File: config.mk
export PLATFORM = sky130hd
export DESIGN_NAME = reg_scoreboard
export DESIGN_NICKNAME = d
export VERILOG_FILES = /design/src/rtl/reg_scoreboard.sv
export SDC_FILE = /design/constraint.sdc
export NUM_CORES = 1
export LEC_CHECK = 0
export CAP_MARGIN = 30
export CORE_ASPECT_RATIO = 1.4
export CORE_MARGIN = 1.5
export CORE_UTILIZATION = 60
export DETAILED_ROUTE_END_ITERATION = 7
export PLACE_DENSITY = 0.81
export SLEW_MARGIN = 10
export SYNTH_ARGS = -nofsm -noshare
export SYNTH_HDL_FRONTEND = slang
export SYNTH_SLANG_ARGS = --single-unit
File: constraint.sdc
create_clock -name clk -period 8.01 [get_ports clk]
set_input_delay 1.602 -clock clk [delete_from_list [all_inputs] [get_ports clk]]
set_output_delay 1.602 -clock clk [all_outputs]
set_load 0.005 [all_outputs]
File: src/rtl/reg_scoreboard.sv
// Register scoreboard for the dual-issue pipeline. It counts in-flight long-latency
// writers per architectural register and raises decode-stage stalls for sources whose
// value cannot yet come from the forwarding network.
module reg_scoreboard #(
  parameter int unsigned CNT_W = 2
) (
  input  logic        clk,
  input  logic        rst,
  input  logic        issue_fire,
  input  logic        issue_master_long,
  input  logic [4:0]  issue_master_waddr,
  input  logic        issue_slave_long,
  input  logic [4:0]  issue_slave_waddr,
  input  logic        issue_slave_en,
  input  logic        wb_master_valid,
  input  logic [4:0]  wb_master_waddr,
  input  logic        wb_slave_valid,
  input  logic [4:0]  wb_slave_waddr,
  input  logic        flush,
  input  logic [4:0]  rd_master_rs,
  input  logic [4:0]  rd_master_rt,
  input  logic [4:0]  rd_slave_rs,
  input  logic [4:0]  rd_slave_rt,
  output logic        stall_master,
  output logic        stall_slave,
  output logic        issue_full,
  output logic [31:0] pending_vec
);

  // Two spare bits so count + inc never wraps before the overflow compare.
  localparam int unsigned SumW   = CNT_W + 2;
  localparam int unsigned CntMax = (1 << CNT_W) - 1;

  logic [CNT_W-1:0] cnt_q   [32];
  logic [CNT_W-1:0] cnt_d   [32];
  logic [1:0]       inc_raw [32];
  logic [1:0]       dec     [32];
  logic [SumW-1:0]  sum_c   [32];
  logic [31:0]      busy;
  logic             inc_en;

  // Decode per-register issue increments, writeback releases and counter overflow.
  always_comb begin
    issue_full = 1'b0;
    for (int r = 0; r < 32; r++) begin
      inc_raw[r] = 2'd0;
      dec[r]     = 2'd0;
      if (r != 0) begin
        inc_raw[r] = 2'(issue_master_long && (issue_master_waddr == 5'(r)))
                   + 2'(issue_slave_en && issue_slave_long && (issue_slave_waddr == 5'(r)));
        dec[r]     = 2'(wb_master_valid && (wb_master_waddr == 5'(r)))
                   + 2'(wb_slave_valid && (wb_slave_waddr == 5'(r)));
      end
      if ((inc_raw[r] != 2'd0) &&
          ((SumW'(cnt_q[r]) + SumW'(inc_raw[r])) > SumW'(CntMax))) begin
        issue_full = 1'b1;
      end
    end
  end

  // Next counts (release clamps at zero) and the bypassed busy view used for stalls.
  always_comb begin
    inc_en = issue_fire && !issue_full && !flush;
    busy   = '0;
    for (int r = 0; r < 32; r++) begin
      sum_c[r] = SumW'(cnt_q[r]) + (inc_en ? SumW'(inc_raw[r]) : SumW'(0));
      cnt_d[r] = '0;
      if (!flush && (r != 0) && (sum_c[r] > SumW'(dec[r]))) begin
        cnt_d[r] = CNT_W'(sum_c[r] - SumW'(dec[r]));
      end
      // A writeback landing this cycle already satisfies the reader via forwarding.
      busy[r] = (r != 0) && (SumW'(cnt_q[r]) > SumW'(dec[r]));
    end
  end

  // Stall requests: registered counts plus same-cycle wakeups and intra-bundle hazard.
  always_comb begin
    stall_master = busy[rd_master_rs] || busy[rd_master_rt];
    stall_slave  = stall_master || busy[rd_slave_rs] || busy[rd_slave_rt] ||
                   (issue_master_long && (issue_master_waddr != 5'd0) &&
                    ((issue_master_waddr == rd_slave_rs) ||
                     (issue_master_waddr == rd_slave_rt)));
  end

  // Pending view from registered counts only.
  always_comb begin
    pending_vec = '0;
    for (int r = 0; r < 32; r++) begin
      pending_vec[r] = (cnt_q[r] != '0);
    end
  end

  // Counter state; reset clears every pending writer immediately.
  always_ff @(posedge clk or posedge rst) begin
    if (rst) begin
      for (int r = 0; r < 32; r++) begin
        cnt_q[r] <= '0;
      end
    end else begin
      for (int r = 0; r < 32; r++) begin
        cnt_q[r] <= cnt_d[r];
      end
    end
  end

endmodule
# == Word-level counts from Yosys, hierarchy flattened ==
# Index checks and enable logic that the tools add are counted.
# op_classes
n_reduce_logical,261
n_eq_ne,126
n_lt_le_gt_ge,97
n_mux,101
addsub,155
# ops
operator,count
$eq 5x5->1 const B,64
$logic_and 1x1->1,191
$add 2x2->3,62
$eq 5x4->1 const B,32
$add 1x1->2,62
$mux 2,62
$reduce_bool 2->1,62
$gt 3x2->1,31
$gt 3x2->1 const B,31
$eq 5x3->1 const B,16
$gt 2x2->1,31
$sub 2x2->2,31
$eq 5x2->1 const B,8
$mux 1,35
$lt 5x6->1 const B,4
$bmux 1 s5,4
$eq 5x1->1 const B,4
$eq 5x5->1,2
$logic_or 1x1->1,5
$reduce_bool 5->1,1
$logic_not 1->1,2
# totals
in_bits,49
ff_bits,62
out_inout_bits,35
wordCells,771

# == Longest topological paths before layout ==
# Gate-level depths: netlist of the first run.
# depth
word_depth,45
mapped_depth,23
mapped_depth_nobuf,22

# == Least setup slack after synthesis of the first run ==
# No wires, ideal clock.
# synth_timing
path_type,in2reg
from,input issue_master_waddr[2]
to,register cnt_q[11] (netlist bit)
slack_ns,2.489
t_required_ns,7.885
setup_time_ns,0.125
n_path_buf,2
arrival_time_ns,5.396
path_stages,21
cell_sequence,clkbuf_1 -> nand2_1 -> nor2_1 -> nand3_1 -> inv_1 -> ha_1 -> ha_1 -> a31oi_1 -> o22ai_1 -> nor4_1 -> nand4_1 -> nor3b_2 -> clkbuf_2 -> and2_1 -> ha_1 -> inv_1 -> fa_1 -> inv_1 -> ha_1 -> nor2b_1 -> a2111oi_0
# synth_rtl
element,line,source
from (decl),11,"input logic [4:0] issue_master_waddr,"
"to (signal, indexed assignment)",101,cnt_q[r] <= cnt_d[r];
to (decl),34,logic [CNT_W-1:0] cnt_q [32];

# == Worst setup path after layout of the first run ==
# layout_timing
from,input wb_slave_valid
to,output stall_slave
# layout_between
elab_chain_len,9
word_cells_on_any_way,105
classes_between,add/sub: 31; order compare: 31; mux: 8; reduce/logical: 35
# layout_rtl
element,line,source
from (decl),17,"input logic wb_slave_valid,"
$logic_and 1x1->1,52,+ 2'(wb_slave_valid && (wb_slave_waddr == 5'(r)));
$add 1x1->2,52,
$gt 2x2->1,72,busy[r] = (r != 0) && (SumW'(cnt_q[r]) > SumW'(dec[r]));
$bmux 1 s5,78,stall_master = busy[rd_master_rs] || busy[rd_master_rt];
$mux 1 (not written as such),78,
$logic_or 1x1->1,78,
$logic_or 1x1->1,79,stall_slave = stall_master || busy[rd_slave_rs] || busy[rd_slave_rt] ||
$logic_or 1x1->1 * (2 in a row),79,
to (decl),25,"output logic stall_slave,"
# Every way passes the cells marked *; elsewhere a longest branch is shown, timed or not. The select of a mux whose other input is x is not followed.

==> metrics.txt, run 1 <==
# TYPE chip_impl_metric gauge
chip_impl_metric{name="synth_area_in_compound_gates",unit=""} 0.104
chip_impl_info{name="biggest_registers_after_layout",value="cnt_q x62"} 1
chip_impl_metric{name="avgViaCountPerCell",unit=""} 5.91
chip_impl_metric{name="top_level_ports",unit=""} 84
chip_impl_metric{name="syn-instance-count",unit=""} 1488
chip_impl_metric{name="cts_hold_buffers",unit=""} 0
chip_impl_metric{name="cell_int_power",unit="mW"} 0.685
chip_impl_metric{name="seq_area_frac_synth",unit=""} 0.136
chip_impl_metric{name="port_buffers",unit=""} 82
chip_impl_info{name="most_common_library_cells_after_synthesis",value="279 x sky130_fd_sc_hd__ha_1, 254 x sky130_fd_sc_hd__inv_1, 227 x sky130_fd_sc_hd__nand2_1"} 1
chip_impl_metric{name="synth-edff-count",unit=""} 0
chip_impl_metric{name="finalHoldViolations",unit=""} 0
chip_impl_info{name="ys_dominant_reg_cell",value="sky130_fd_sc_hd__dfrtp_1"} 1
chip_impl_metric{name="die_x",unit="µm"} 119
chip_impl_metric{name="pwr_density_cell",unit="nW/µm²"} 79.1
chip_impl_metric{name="final_net_count",unit=""} 1914
chip_impl_metric{name="place.gp.congestion",unit=""} 1.01
chip_impl_info{name="grt_setup_unrepaired",value="false"} 1
chip_impl_metric{name="design.die.area",unit="µm²"} 19800
chip_impl_info{name="worstReg2RegStart",value="cnt_q[13]$_DFF_PP0_"} 1
chip_impl_metric{name="asyncSetResetFlopFracSynth",unit=""} 1.00
chip_impl_info{name="synth.area.top_cells",value="sky130_fd_sc_hd__ha_1 31%, sky130_fd_sc_hd__dfrtp_1 14%, sky130_fd_sc_hd__inv_1 8.4%"} 1
chip_impl_metric{name="clkLatencyLatePin",unit="ns"} 0.36
chip_impl_info{name="cp-start-kind",value="primary input"} 1
chip_impl_metric{name="postSynthAreaPerCell",unit="µm²"} 7.65
chip_impl_metric{name="switching_power",unit="mW"} 0.328
chip_impl_metric{name="detailedPlacementHpwl",unit="µm"} 27700
chip_impl_info{name="netlist.top_cell.by_area",value="sky130_fd_sc_hd__ha_1"} 1
chip_impl_metric{name="postRouteWirelength",unit="µm"} 34500
chip_impl_metric{name="final-setup-viol-count",unit=""} 0
chip_impl_metric{name="sinks_on_clock_net",unit=""} 62
chip_impl_metric{name="cts.repair_timing.setup_buffer_count",unit=""} 0
chip_impl_metric{name="area_of_the_core",unit="µm²"} 18600
chip_impl_metric{name="seq_power_share",unit=""} 0.318
chip_impl_metric{name="top_area_cell_type_share_of_the_netlist_area",unit=""} 0.307
chip_impl_metric{name="synth_xor_area_frac",unit=""} 0.00770
chip_impl_metric{name="setup_tns",unit="ns"} 0
chip_impl_metric{name="clkPwrFrac",unit=""} 0.448
chip_impl_metric{name="fmax",unit="GHz"} 0.139
chip_impl_metric{name="ctsLongestPathBuffers",unit=""} 2
chip_impl_metric{name="synthesis.yosys.warnings",unit=""} 0
chip_impl_metric{name="place_ws",unit="ns"} 0.850
chip_impl_metric{name="cellLeakagePower",unit="nW"} 6.59
chip_impl_info{name="yosys.cell_count.top_type",value="sky130_fd_sc_hd__ha_1"} 1
chip_impl_metric{name="cts_inserted_buffers",unit=""} 9
chip_impl_metric{name="synthToLayoutAreaGrowth",unit="%"} 12.6
chip_impl_metric{name="postSynthNetCount",unit=""} 1847
chip_impl_metric{name="dr.pass1.iters",unit=""} 5
chip_impl_metric{name="grt_max_degree",unit=""} 64
chip_impl_metric{name="cp_data_arrival_time",unit="ns"} 5.60
chip_impl_metric{name="final_core_utilization",unit=""} 0.688
chip_impl_metric{name="via_count",unit=""} 10700
chip_impl_info{name="reg_to_reg_critical_path_endpoint",value="cnt_q[5]$_DFF_PP0_"} 1
chip_impl_metric{name="drc_errors",unit=""} 0
chip_impl_info{name="hold_end",value="cnt_q[9]$_DFF_PP0_"} 1
chip_impl_metric{name="min_period_over_period",unit=""} 0.900
chip_impl_metric{name="synth-adder-area-share",unit=""} 0.361
chip_impl_info{name="critical_path_start_end_classification",value="in2out"} 1
chip_impl_metric{name="routedWlPerCell",unit="µm"} 19.1
chip_impl_metric{name="share_comb_of_total_power",unit=""} 0.234
chip_impl_metric{name="overflow",unit=""} 0
chip_impl_metric{name="initial_utilization",unit=""} 0.612
chip_impl_metric{name="drtIter0Drc",unit=""} 744
chip_impl_metric{name="max-vdd-ir-drop",unit="V"} 0.0000960
chip_impl_metric{name="timing.final.ws_setup",unit="ns"} 0.804
chip_impl_info{name="hold_path_startpoint",value="cnt_q[9]$_DFF_PP0_"} 1
chip_impl_info{name="dominant_combinational_cell_family_by_area_after_synthesis",value="adder cells"} 1
chip_impl_metric{name="worst-endpoint-required",unit="ns"} 6.41
chip_impl_metric{name="layout-drive-gt1-share",unit=""} 0.0359
chip_impl_metric{name="row_count",unit=""} 59
chip_impl_metric{name="grt.total_usage",unit=""} 0.355
chip_impl_info{name="worst_setup_path_end_kind",value="primary output"} 1
chip_impl_metric{name="synthMuxAreaShare",unit=""} 0.0385
chip_impl_metric{name="die_h",unit="µm"} 166
chip_impl_metric{name="largest_register_ff_count",unit=""} 62
chip_impl_metric{name="mappedNetlistArea",unit="µm²"} 11400
chip_impl_metric{name="synth.ff_latch_count",unit=""} 62
chip_impl_info{name="registers.top_by_ff_count",value="cnt_q"} 1
chip_impl_metric{name="number_of_global_route_vias_before_repair",unit=""} 10800
chip_impl_info{name="cts_tree",value="done"} 1
chip_impl_metric{name="worst-path-max-fanout",unit=""} 5
chip_impl_info{name="status",value="finished clean"} 1
chip_impl_metric{name="worst_tran_pin_value",unit="ns"} 0.854
chip_impl_metric{name="regToRegSetupSlack",unit="ns"} 3.65
chip_impl_metric{name="detail-route-antenna-nets",unit=""} 0
chip_impl_metric{name="diodes_inserted",unit=""} 0
chip_impl_metric{name="number_of_library_cell_types_mapped_by_synthesis",unit=""} 47
chip_impl_metric{name="skew",unit="ns"} 0.0118
chip_impl_metric{name="max_h_tree_level",unit=""} 3
chip_impl_metric{name="synth_simple_gate_area_share",unit=""} 0.253
chip_impl_metric{name="worst_r2r_path_depth",unit=""} 15
chip_impl_metric{name="cap_viol_max_count",unit=""} 0
chip_impl_metric{name="power.share.switching",unit=""} 0.324
chip_impl_info{name="timing.hold.worst.class",value="reg2reg"} 1
chip_impl_metric{name="worst_setup_hold_path_clk_slew",unit="ns"} 0.06
chip_impl_metric{name="max-slew-margin-rel",unit=""} 0.424
chip_impl_metric{name="timing.final.crit_period",unit="ns"} 7.21
chip_impl_metric{name="post_cts.resized_instances",unit=""} 0
chip_impl_metric{name="whs_path_depth",unit=""} 3
chip_impl_metric{name="grt_pass1_wl",unit="µm"} 54800
chip_impl_metric{name="antenna_violations_before_repair",unit=""} 0
chip_impl_metric{name="maxSlewViolCount",unit=""} 0
chip_impl_info{name="ctsRootBufferMaster",value="sky130_fd_sc_hd__clkbuf_16"} 1
==> power groups by stage <==
| stage | Sequential, mW | Combinational [mW] | Clock, mW |
|---|---|---|---|
| finish | 0.322 | 0.237 | 0.454 |
| global route | 0.323 | 0.256 | 0.467 |
| CTS | 0.322 | 0.230 | 0.462 |
| detailed placement | 0.328 | 0.229 | 0 |
| global placement | 0.328 | 0.225 | 0 |
| floorplan | 0.327 | 0.130 | 0 |
==> layout make-up <==
| type | count | area (µm²) |
|---|---|---|
| clock inverters | 7 | 98.8 |
| fillers | 1572 | 5800 |
| clock buffers | 9 | 225 |
| repair buffers | 97 | 961 |
| inverters | 255 | 957 |
| flip-flops and latches | 62 | 1550 |
| multi-input cells | 1130 | 8710 |
| well taps | 244 | 305 |
==> worst max path at each step <==
stage / slack [ns] / start / end
after floorplan: 2.49 / issue_master_waddr[2] / cnt_q[11]$_DFF_PP0_
after global placement: 0.90 / wb_slave_valid / stall_slave
after detailed placement: 0.85 / issue_slave_en / cnt_q[5]$_DFF_PP0_
after CTS: 0.89 / wb_slave_valid / stall_slave
after global routing: 0.62 / wb_slave_valid / stall_slave
final: 0.80 / wb_slave_valid / stall_slave
==> stage by stage <==
stage | instance area, µm² | power, mW | hold slack, ns | cells
2_1_floorplan | 11400 | 0.457 | 0.765 | 1488
3_3_place_gp | 12500 | 0.553 | 0.812 | 1787
3_5_place_dp | 12500 | 0.557 | 0.819 | 1787
4_1_cts | 12800 | 1.01 | 0.841 | 1803
5_1_grt | 12800 | 1.05 | 0.888 | 1804
6_report | 12800 | 1.01 | 0.836 | 1804
==> kinds of logic (layout without fill, tap and decap cells) <==
kind of cell / count (synthesis) / in the layout
simple gates: 605 / 605
buf+inv: 296 / 368
flops: 62 / 62
mux: 25 / 25
fa+ha+maj: 310 / 310
other cells: 1 / 1
compound gates: 179 / 179
xor+xnor: 10 / 10
==> routing by layer <==
layer | wire length [µm] | part of all wire | global-route usage
met5 | 0 | 0 | 0
met2 | 16700 | 0.48 | 0.611
met1 | 13200 | 0.38 | 0.411
met3 | 2260 | 0.065 | 0.0457
met4 | 2430 | 0.070 | 0.234
==> worst max-delay path: stages <==
cell and delay (ns):
sky130_fd_sc_hd__clkdlybuf4s50_1 0.54, sky130_fd_sc_hd__nor2b_1 0.26, sky130_fd_sc_hd__nand2_1 0.20, sky130_fd_sc_hd__nor2_1 0.17
sky130_fd_sc_hd__ha_1 0.28, sky130_fd_sc_hd__ha_1 0.29, sky130_fd_sc_hd__nand2_1 0.08, sky130_fd_sc_hd__o21ai_0 0.31
sky130_fd_sc_hd__mux4_2 0.57, sky130_fd_sc_hd__or3b_2 0.45, sky130_fd_sc_hd__nand4_1 0.12, sky130_fd_sc_hd__a22oi_1 0.08
sky130_fd_sc_hd__nand4_1 0.13, sky130_fd_sc_hd__clkdlybuf4s50_1 0.51
==> cells in the final DEF (no fill, tap or decap), drive strengths merged, types with 5 or more instances in the layout <==
master / netlist / routed
ha: 279 / 279
a31oi: 36 / 36
and2: 33 / 33
xor2: 6 / 6
o2111ai: 6 / 6
nor3b: 13 / 13
nor3: 27 / 27
buf: 11 / 16
inv: 254 / 254
o211ai: 16 / 16
o21ai: 33 / 33
clkinv: 1 / 5
and3: 9 / 9
o22ai: 19 / 19
mux4: 15 / 15
clkbuf: 30 / 9
a211oi: 25 / 25
mux2i: 10 / 10
nand2b: 38 / 38
nand2: 227 / 227
fa: 31 / 31
nand3: 24 / 24
o221ai: 6 / 6
nand4: 7 / 7
nor4: 7 / 7
or2: 6 / 6
clkdlybuf4s50: 0 / 81
nor2b: 85 / 85
a2111oi: 10 / 10
a21oi: 16 / 16
dfrtp: 62 / 62
nor2: 124 / 124
No activity file was read; power rests on OpenSTA's default activity.
==> run 2: changes to the inputs <==
--- a/config.mk
+++ b/config.mk
@@ -7,7 +7,6 @@
 export LEC_CHECK = 0
 export CAP_MARGIN = 30
 export CORE_ASPECT_RATIO = 1.4
-export CORE_MARGIN = 1.5
 export CORE_UTILIZATION = 60
 export DETAILED_ROUTE_END_ITERATION = 7
 export PLACE_DENSITY = 0.81
==> run 2 against run 1 <==
Effect of this change:
- setup slack worse by 0.26 ns
- via count rose by 1.4%
- critical path depth is 1 lower
- sequential share of layout area is essentially flat
- combinational power is essentially flat
- sequential power barely moved
- global-route usage grew 0.89 points
- clock power is 5.5% lower
- wire length down 0.24%
- critical endpoint unchanged
==> metrics.txt, run 2 (same netlist as run 1, synthesis figures left out) <==
# TYPE chip_impl_metric gauge
chip_impl_metric{name="drc_errors",unit=""} 0
chip_impl_metric{name="power.share.switching",unit=""} 0.329
chip_impl_metric{name="postRouteWirelength",unit="µm"} 34400
chip_impl_info{name="grt_setup_unrepaired",value="false"} 1
chip_impl_metric{name="detail-route-antenna-nets",unit=""} 0
chip_impl_info{name="critPathLaunch",value="wb_slave_waddr[3]"} 1
chip_impl_info{name="status",value="finished clean"} 1
chip_impl_metric{name="top_level_ports",unit=""} 84
chip_impl_metric{name="ctsLongestPathBuffers",unit=""} 2
chip_impl_metric{name="max-slew-margin-rel",unit=""} 0.412
chip_impl_info{name="layout_commonest_cell",value="sky130_fd_sc_hd__ha_1"} 1
chip_impl_info{name="cp-start-kind",value="primary input"} 1
chip_impl_metric{name="max_h_tree_level",unit=""} 3
chip_impl_metric{name="die_h",unit="µm"} 165
chip_impl_metric{name="final-instance-count-excl-fill",unit=""} 1802
chip_impl_metric{name="worst-endpoint-required",unit="ns"} 6.41
chip_impl_metric{name="max-vdd-ir-drop",unit="V"} 0.0000895
chip_impl_metric{name="skew",unit="ns"} 0.00773
chip_impl_metric{name="largest_register_ff_count",unit=""} 62
chip_impl_metric{name="avgViaCountPerCell",unit=""} 6.00
chip_impl_metric{name="grt.met2_usage",unit=""} 0.628
chip_impl_info{name="cts_tree",value="done"} 1
chip_impl_metric{name="grt_pass1_wl",unit="µm"} 54700
chip_impl_info{name="worst_setup_path_end_kind",value="primary output"} 1
chip_impl_metric{name="overflow",unit=""} 0
chip_impl_metric{name="routedWlPerCell",unit="µm"} 19.1
chip_impl_metric{name="final-setup-viol-count",unit=""} 0
chip_impl_metric{name="design.die.area",unit="µm²"} 19500
chip_impl_metric{name="die_x",unit="µm"} 118
chip_impl_metric{name="diodes_inserted",unit=""} 0
chip_impl_metric{name="cts_inserted_buffers",unit=""} 9
chip_impl_metric{name="cts_hold_buffers",unit=""} 0
chip_impl_metric{name="cellLeakagePower",unit="nW"} 6.57
chip_impl_metric{name="cell_int_power",unit="mW"} 0.662
chip_impl_metric{name="clkLatencyLatePin",unit="ns"} 0.36
chip_impl_metric{name="synthToLayoutAreaGrowth",unit="%"} 12.3
chip_impl_metric{name="place.gp.congestion",unit=""} 0.994
chip_impl_metric{name="finalHoldViolations",unit=""} 0
chip_impl_metric{name="placedCellCount",unit=""} 1785
chip_impl_metric{name="dr.pass1.iters",unit=""} 7
chip_impl_metric{name="cap_viol_max_count",unit=""} 0
chip_impl_metric{name="pwr_density_cell",unit="nW/µm²"} 77.2
chip_impl_info{name="timing.hold.worst.class",value="reg2reg"} 1
chip_impl_info{name="hold_path_startpoint",value="cnt_q[7]$_DFF_PP0_"} 1
chip_impl_metric{name="fmax",unit="GHz"} 0.134
chip_impl_info{name="most_used_routing_layer",value="met2"} 1
chip_impl_metric{name="antenna_violations_before_repair",unit=""} 0
chip_impl_metric{name="layout-drive-gt1-share",unit=""} 0.0347
chip_impl_metric{name="worst_tran_pin_value",unit="ns"} 0.872
chip_impl_metric{name="cp_data_arrival_time",unit="ns"} 5.86
chip_impl_metric{name="post_cts.resized_instances",unit=""} 0
chip_impl_metric{name="number_of_global_route_vias_before_repair",unit=""} 10800
chip_impl_info{name="commonest_non_fill_non_tap_cells_in_the_layout",value="279 x sky130_fd_sc_hd__ha_1, 253 x sky130_fd_sc_hd__inv_1, 227 x sky130_fd_sc_hd__nand2_1"} 1
chip_impl_metric{name="maxSlewViolCount",unit=""} 0
chip_impl_metric{name="row_count",unit=""} 59
chip_impl_metric{name="sinks_on_clock_net",unit=""} 62
chip_impl_metric{name="worst-path-max-fanout",unit=""} 8
chip_impl_metric{name="clkPwrFrac",unit=""} 0.435
chip_impl_metric{name="global_route.usage.met3",unit=""} 0.0608
chip_impl_metric{name="setup_tns",unit="ns"} 0
chip_impl_metric{name="timing.final.crit_period",unit="ns"} 7.47
chip_impl_metric{name="area_of_the_core",unit="µm²"} 18600
chip_impl_metric{name="cts.repair_timing.setup_buffer_count",unit=""} 0
chip_impl_metric{name="grt.met1_usage",unit=""} 0.401
chip_impl_metric{name="grt_max_degree",unit=""} 64
chip_impl_metric{name="switching_power",unit="mW"} 0.325
chip_impl_info{name="ctsRootBufferMaster",value="sky130_fd_sc_hd__clkbuf_16"} 1
chip_impl_metric{name="initial_utilization",unit=""} 0.612
chip_impl_metric{name="detailedPlacementHpwl",unit="µm"} 27500
chip_impl_info{name="worstReg2RegStart",value="cnt_q[3]$_DFF_PP0_"} 1
chip_impl_metric{name="drtIter0Drc",unit=""} 727
chip_impl_metric{name="seq_power_share",unit=""} 0.326
chip_impl_info{name="biggest_registers_after_layout",value="cnt_q x62"} 1
chip_impl_metric{name="min_period_over_period",unit=""} 0.932
chip_impl_metric{name="grt.total_usage",unit=""} 0.364
chip_impl_metric{name="via_count",unit=""} 10800
chip_impl_info{name="registers.top_by_ff_count",value="cnt_q"} 1
chip_impl_metric{name="worst_setup_hold_path_clk_slew",unit="ns"} 0.06
chip_impl_metric{name="port_buffers",unit=""} 82
chip_impl_metric{name="final_net_count",unit=""} 1912
chip_impl_metric{name="share_comb_of_total_power",unit=""} 0.239
chip_impl_info{name="critical_path_start_end_classification",value="in2out"} 1
[run 2: cell types whose count changed in the layout (fill, tap and decap cells not counted), sizes merged]
| cell | previous run | this run |
|---|---|---|
| clkinvlp | 1 | 3 |
| buf | 16 | 14 |
| bufinv | 2 | 1 |
| clkinv | 5 | 2 |
| clkbuf | 9 | 10 |
| inv | 254 | 255 |
[run 2: cell type report]
cell class	instances	area, µm²
clock buffers	10	239
inverters	255	957
repair buffers	95	946
flip-flops and latches	62	1550
well taps	244	305
clock inverters	6	70.1
multi-input cells	1130	8710
fillers	1574	5830
[run 2: routing by layer]
| metal | routed length, µm | part of all wire |
|---|---|---|
| met1 | 12500 | 0.36 |
| met3 | 2600 | 0.076 |
| met2 | 16300 | 0.47 |
| met4 | 2980 | 0.086 |
| met5 | 0 | 0 |
[run 2: power by group through the flow]
stage | logic, mW | registers (mW) | clock network [mW]
detailed placement | 0.226 | 0.328 | 0
global route | 0.253 | 0.322 | 0.440
global placement | 0.223 | 0.328 | 0
floorplan | 0.130 | 0.327 | 0
finish | 0.236 | 0.322 | 0.429
CTS | 0.228 | 0.322 | 0.431
[run 2: worst paths after layout]
check	depth (start not counted)	to	slack [ns]
max	13	stall_slave	0.54
min	3	cnt_q[7]$_DFF_PP0_	0.83
min in group asynchronous	3	cnt_q[44]$_DFF_PP0_	1.53
min reg2reg	3	cnt_q[7]$_DFF_PP0_	0.83
max in group asynchronous	4	cnt_q[49]$_DFF_PP0_	5.86
max reg2reg	15	cnt_q[5]$_DFF_PP0_	3.42
[run 2: critical path: stages]
cell and delay [ns]:
sky130_fd_sc_hd__clkdlybuf4s50_1 0.50, sky130_fd_sc_hd__nand2b_1 0.46, sky130_fd_sc_hd__nor2_1 0.46, sky130_fd_sc_hd__ha_1 0.23
sky130_fd_sc_hd__inv_1 0.07, sky130_fd_sc_hd__ha_1 0.29, sky130_fd_sc_hd__nor2b_1 0.13, sky130_fd_sc_hd__o21ai_0 0.27
sky130_fd_sc_hd__mux4_2 0.57, sky130_fd_sc_hd__a2111oi_0 0.52, sky130_fd_sc_hd__a31oi_1 0.11, sky130_fd_sc_hd__nand4_1 0.13
sky130_fd_sc_hd__clkdlybuf4s50_1 0.51
[run 2: stage by stage]
step	utilization	power [mW]	hold slack (ns)	cell area, µm²	worst slack (ns)
5_1_grt	0.687	1.02	0.898	12800	0.472
2_1_floorplan	-	0.457	0.765	11400	2.49
6_report	0.687	0.987	0.830	12800	0.544
4_1_cts	0.685	0.981	0.828	12700	0.771
3_3_place_gp	0.669	0.551	0.809	12400	0.668
3_5_place_dp	0.669	0.554	0.818	12400	0.633
